[src/rtl/parallel_to_serial_framed.sv]
// Framed parallel-to-serial output serializer.
// Streams WIDTH-bit words over LANES pads with frame and first-beat strobes.
module parallel_to_serial_framed #(
  parameter int WIDTH     = 128,
  parameter int LANES     = 1,
  parameter bit LSB_FIRST = 1'b1
) (
  input  logic             CLK,
  input  logic             RST,
  input  logic [WIDTH-1:0] data_in,
  input  logic             in_valid,
  output logic             in_ready,
  output logic [LANES-1:0] data_out,
  output logic             frame_out,
  output logic             first_out,
  output logic             busy
);

  localparam int BEATS = WIDTH / LANES;
  localparam int CW    = (BEATS > 1) ? $clog2(BEATS) : 1;
  localparam logic [CW-1:0] LAST = CW'(BEATS - 1);

  typedef enum logic {
    IDLE,
    SHIFT
  } state_t;

  state_t           state_q, state_d;
  logic [CW-1:0]    cnt_q, cnt_d;
  logic [WIDTH-1:0] sreg_q, sreg_d;
  logic [LANES-1:0] dout_q, dout_d;
  logic             frame_q, frame_d;
  logic             first_q, first_d;
  logic             accept;
  logic [LANES-1:0] in_lead, sr_lead;
  logic [WIDTH-1:0] in_rest, sr_rest;

  // sreg holds the beats still to come; the head chunk is always next
  always_comb begin
    if (LSB_FIRST) begin
      in_lead = data_in[LANES-1:0];
      sr_lead = sreg_q[LANES-1:0];
      in_rest = data_in >> LANES;
      sr_rest = sreg_q >> LANES;
    end else begin
      in_lead = data_in[WIDTH-1 -: LANES];
      sr_lead = sreg_q[WIDTH-1 -: LANES];
      in_rest = data_in << LANES;
      sr_rest = sreg_q << LANES;
    end
  end

  assign in_ready = !RST &&
                    ((state_q == IDLE) || (cnt_q == LAST));
  assign accept   = in_valid && in_ready;

  always_comb begin
    state_d = state_q;
    cnt_d   = cnt_q;
    sreg_d  = sreg_q;
    dout_d  = dout_q;
    frame_d = frame_q;
    first_d = first_q;
    if (accept) begin
      state_d = SHIFT;
      cnt_d   = '0;
      sreg_d  = in_rest;
      dout_d  = in_lead;
      frame_d = 1'b1;
      first_d = 1'b1;
    end else begin
      unique case (state_q)
        IDLE: begin
          dout_d  = '0;
          frame_d = 1'b0;
          first_d = 1'b0;
        end
        SHIFT: begin
          if (cnt_q == LAST) begin
            state_d = IDLE;
            cnt_d   = '0;
            sreg_d  = '0;
            dout_d  = '0;
            frame_d = 1'b0;
            first_d = 1'b0;
          end else begin
            cnt_d   = cnt_q + 1'b1;
            sreg_d  = sr_rest;
            dout_d  = sr_lead;
            first_d = 1'b0;
          end
        end
        default: state_d = IDLE;
      endcase
    end
  end

  always_ff @(posedge CLK) begin
    if (RST) begin
      state_q <= IDLE;
      cnt_q   <= '0;
      sreg_q  <= '0;
      dout_q  <= '0;
      frame_q <= 1'b0;
      first_q <= 1'b0;
    end else begin
      state_q <= state_d;
      cnt_q   <= cnt_d;
      sreg_q  <= sreg_d;
      dout_q  <= dout_d;
      frame_q <= frame_d;
      first_q <= first_d;
    end
  end

  assign data_out  = dout_q;
  assign frame_out = frame_q;
  assign first_out = first_q;
  assign busy      = (state_q == SHIFT);

endmodule
[config.mk]
export PLATFORM = sky130hd
export DESIGN_NAME = parallel_to_serial_framed
export DESIGN_NICKNAME = d
export VERILOG_FILES = /design/src/rtl/parallel_to_serial_framed.sv
export SDC_FILE = /design/constraint.sdc
export NUM_CORES = 1
export LEC_CHECK = 0
export CAP_MARGIN = 40
export CORE_MARGIN = 10
export CORE_UTILIZATION = 41
export CTS_BUF_LIST = sky130_fd_sc_hd__clkbuf_16
export CTS_CLUSTER_DIAMETER = 40
export DETAILED_ROUTE_END_ITERATION = 12
export PLACE_DENSITY_LB_ADDON = 0.08
export SKIP_CTS_REPAIR_TIMING = 1
export SLEW_MARGIN = 20
export SYNTH_ARGS = -nofsm -noshare
export SYNTH_HDL_FRONTEND = slang
export SYNTH_SLANG_ARGS = --single-unit
export TNS_END_PERCENT = 5
[constraint.sdc]
create_clock -name CLK -period 4.4 [get_ports CLK]
set_input_delay 1.1 -clock CLK [delete_from_list [all_inputs] [get_ports CLK]]
set_output_delay 1.1 -clock CLK [all_outputs]
set_load 0.01 [all_outputs]
Word-level counts from Yosys, hierarchy flattened

Index checks and enable logic that the tools add are counted.

Muxes and demuxes: 14
Add/sub/neg operators: 1
Bitwise logic cells: 1
Reductions and logical operators: 6
Equality and inequality tests: 2

Operators with widths:

| operator                                                                | count |
|---|---|
| 127-bit two-way mux                                                     | 2 |
| 126-bit two-way mux                                                     | 1 |
| 1-bit two-way mux                                                       | 8 |
| 7-bit by 1-bit adder with 7-bit output, second input constant           | 1 |
| 7-bit == test, second input constant                                    | 1 |
| 7-bit two-way mux                                                       | 1 |
| 1-bit case mux with 2 select lines                                      | 2 |
| 3-bit by 1-bit inequality test with 1-bit output, second input constant | 1 |
| 1-bit logical AND                                                       | 2 |
| 2-bit nonzero test                                                      | 1 |
| 2-bit OR reduction                                                      | 1 |
| 1-bit zero test                                                         | 1 |
| 1-bit logical OR                                                        | 1 |
| 1-bit inverter                                                          | 1 |

Output and inout bits: 5
Flip-flop bits (word level): 138
Logic and storage cells: 30
Input port bits: 131

Depth between registers and ports, before layout

Depth after elaboration: 5
Depth in mapped cells: 7
Gate-level depth less buffers: 4

Worst setup path after synthesis

OpenSTA, ideal clock, no wires.

Path kind: input-to-output
Start: input RST
End: output in_ready
Stages on the path: 6
Setup slack: 1.200 ns
Arrival: 2.100 ns
Buffers on the path: 5
Required time: 3.300 ns
Path through: buf_2 > buf_2 > buf_2 > buf_2 > buf_2 > nor2_1

Longest elaborated chain between the ends: 2

Ends and longest elaborated chain:

| what              | RTL line | source |
|---|---|---|
| start, declared   | 9        | `input logic RST,` |
| 1-bit zero test   | 53       | `assign in_ready = !RST &&` |
| 1-bit logical AND | 53       |  |
| end, declared     | 12       | `output logic in_ready,` |

Every way passes these cells.

Worst setup path in the final report

Start: register state_q (netlist: busy)
End: output in_ready

Longest elaborated chain between the ends: 3

Ends and longest elaborated chain:

| what                   | RTL line | source |
|---|---|---|
| start, declared        | 28       | `state_t state_q, state_d;` |
| start signal, assigned | 107      | `state_q <= state_d;` |
| 1-bit inverter         | 54       | `((state_q == IDLE) \|\| (cnt_q == LAST));` |
| 1-bit logical OR       | 54       |  |
| 1-bit logical AND      | 53       |  |

Every way passes these cells.

==> flow_summary.ini <==
[status]
outcome = finished, final reports clean

[yosys]
synthesis.nets = 955
seq_area_frac_synth = 0.345
synth_top_area_frac = 0.345
async_flop_share = 0
ys_ff_latch = 138
syn_area_sq_mm = 0.00802
synth_largest_area_cell = dfxtp_1
yosysWarnings = 0
yosys-top-cells-area = dfxtp_1 34%, a211oi_2 15%, a211oi_1 14%, and3b_1 14%, a31oi_1 9.8%
synthTopCellsByCount = 153 x a211oi_1, 138 x dfxtp_1, 126 x a31oi_1, 126 x and3b_1, 99 x a211oi_2
synthCells = 823
synth.most_common_cell = a211oi_1
ys_types = 38
avgSynthCellArea_sq_um = 9.74
synth_edf_count = 0
synth_ff_type = dfxtp_1

[setup_path]
cp-end-kind = primary output
r2r_end = sreg_q[81]$_SDFFE_PP0P_
timing.rr.start = cnt_q[0]$_SDFFE_PP0P_
criticalPathCategory = register to primary output
slowest_delay_ns = 0.61
path_buf_inv = 2
worst_ep_required_time_ns = 3.30
worstRegToRegCells = 6
crit_family = buffers and inverters
worstPathMaxFanout = 41
r2r_slack_ns = 1.60
path_cells = inv_6 > a21oi_1 > nor2_1 > clkdlybuf4s50_1
cp_data_arrival_time_ns = 2.24
cp-start-kind = register
cp_slowest_cell = dfxtp_1

[pwr]
p_leak_nw = 3.59
p_switching_mw = 0.889
vdd_drop_max_mv = 0.300
swShare = 0.244
p_comb_frac = 0.161
powerDensity_mw_per_mm2 = 365
power_frac_clock = 0.454
p_int_mw = 2.75
pwr-share-seq = 0.384

[flow_run]
cap_violations = 0

[die]
core_area_sq_mm = 0.0193
rows = 51
start_util = 0.415
die-width_um = 160
io-pin-count = 136
fp.dieH_um = 160
die-area_sq_mm = 0.0256

[sta]
fmax_ghz = 0.299
setup_viol = 0
fin_crit_sh = 0.760
slew-limit-headroom = 0.466
min_period_ns = 3.34
hold_viol = 0
rsz0062_at_grt = false
fin_worst_skew_ns = 0.00600
slew_violations = 0
tns_ns = 0
tightest_slew_ns = 0.801

[global_routing]
grt_pass1_vias = 6719
grt_antenna_before_repair = 0
grt_pass1_wl_mm = 35.4
grt_use_total = 0.163
grt-ovfl-total = 0
grt_max_degree = 88

[detailed_routing]
wl_per_cell_um = 19.2
drc = 0
via_count = 6971
viasPerCell = 6.10
first_pass_iters = 5
drtIter0Drc = 501
wirelength_mm = 21.9
ant_nets = 0

[min_path]
hp-start = frame_out$_SDFFE_PP0P_
hold_class = register to register
hold_depth = 2
hold_path_end = frame_out$_SDFFE_PP0P_

[clock_tree]
tritoncts = done
numCtsBuffers = 17
clkTransAtPathRegs_ns = 0.06
cts.sinks = 138
htreeDepth = 4
worstSkewPairLatency_ns = 0.41
root_buffer = clkbuf_16
cts_buffer_depth = 2

[place]
port_buffers = 135
dpl_cell_area_sq_mm = 0.00926
place.gp.congestion = 0.760
dp_hpwl_mm = 13.0

[layout]
final_util = 0.515
area.growth.synth_to_final_pct = 24.3
nNetsFinal = 997
antenna-diode-count = 0
stdcell_area_sq_mm = 0.00997
seqCellArea_sq_mm = 0.00276
multiInputGateArea_sq_mm = 0.00461
fill_cells = 1755
drive_gt1_frac = 0.177
==> registers in the layout, summed over array words and instances (netlist names) <==
register	flops
sreg_q	127
cnt_q	7
busy	1
data_out	1
first_out	1
frame_out	1
==> layout by cell type, fill, tap and decap left out, types with 2 or more instances in the layout <==
cell,instances
clkbuf_16,17
buf_16,3
bufinv_16,7
a211oi_2,99
inv_1,3
a31oi_1,126
buf_4,13
clkinv_2,2
clkdlybuf4s50_1,133
a21oi_1,7
o31ai_1,2
mux2i_1,2
dfxtp_1,138
nand3_1,3
nand4_1,2
and3b_1,126
nor2_1,5
buf_12,2
nand2_1,7
clkinv_1,2
clkinvlp_4,2
xor2_1,2
a211oi_1,153
==> final cells by class <==
cell class / count / share of cell area
multi-input combinational: 552 / 0.463
sequential: 138 / 0.277
timing repair buffer: 152 / 0.157
clock buffer: 17 / 0.0427
tap: 265 / 0.0333
clock inverter: 14 / 0.0252
inverter: 4 / 0.00201
==> tightest hold or removal path: cells and delay by family (launching register included) <==
kind             cells  cell delay [ns]
flip-flops           1             0.33
multiplexers         1             0.05
AND/OR/NAND/NOR      1             0.06
==> how the worst max path moves through the flow <==
stage                    start  endpoint  slack (ns)  cells after the start
2_1_floorplan              RST  in_ready        1.20                      6
3_3_place_gp               RST  in_ready        1.11                      3
3_5_place_dp               RST  in_ready        1.16                      3
4_1_cts        busy$_SDFF_PP0_  in_ready        1.05                      4
5_1_grt        busy$_SDFF_PP0_  in_ready        0.92                      4
6_report       busy$_SDFF_PP0_  in_ready        1.06                      4
==> cell families after synthesis <==
| kind of cell | after synthesis | share of synthesized area |
|---|---|---|
| AO/OA/AOI/OAI | 395 | 0.411 |
| flip-flops | 138 | 0.345 |
| AND/OR/NAND/NOR | 151 | 0.154 |
| multiplexers | 3 | 0.00390 |
| XOR/XNOR | 2 | 0.00218 |
| buffers and inverters | 133 | 0.0830 |
| adder cells (fa/ha/maj) | 1 | 0.00156 |
==> per-stage QoR <==
step	instances	total power [mW]	setup slack (ns)	hold WS (ns)
2_1_floorplan	823	1.81	1.20	0.472
3_3_place_gp	1107	1.98	1.11	0.483
3_5_place_dp	1110	2.01	1.16	0.487
4_1_cts	1141	3.67	1.05	0.495
5_1_grt	1142	3.80	0.921	0.512
6_report	1142	3.64	1.06	0.492
==> metal layers <==
layer,wire [um],global-route usage,up-vias,part of all wire
met5,0,0,-,0
met4,182,0.0363,0,0.0083
met3,905,0.0393,17,0.041
met2,10200,0.252,166,0.47
met1,10600,0.224,3375,0.48
li1,-,-,3413,-
==> power groups by stage <==
stage          Sequential (mW)  Combinational (mW)  Clock (mW)
2_1_floorplan             1.41               0.399           0
3_3_place_gp              1.42               0.564           0
3_5_place_dp              1.42               0.584           0
4_1_cts                   1.40               0.586        1.69
5_1_grt                   1.41               0.641        1.75
6_report                  1.40               0.587        1.65
Power figures use the tool's default switching activity.
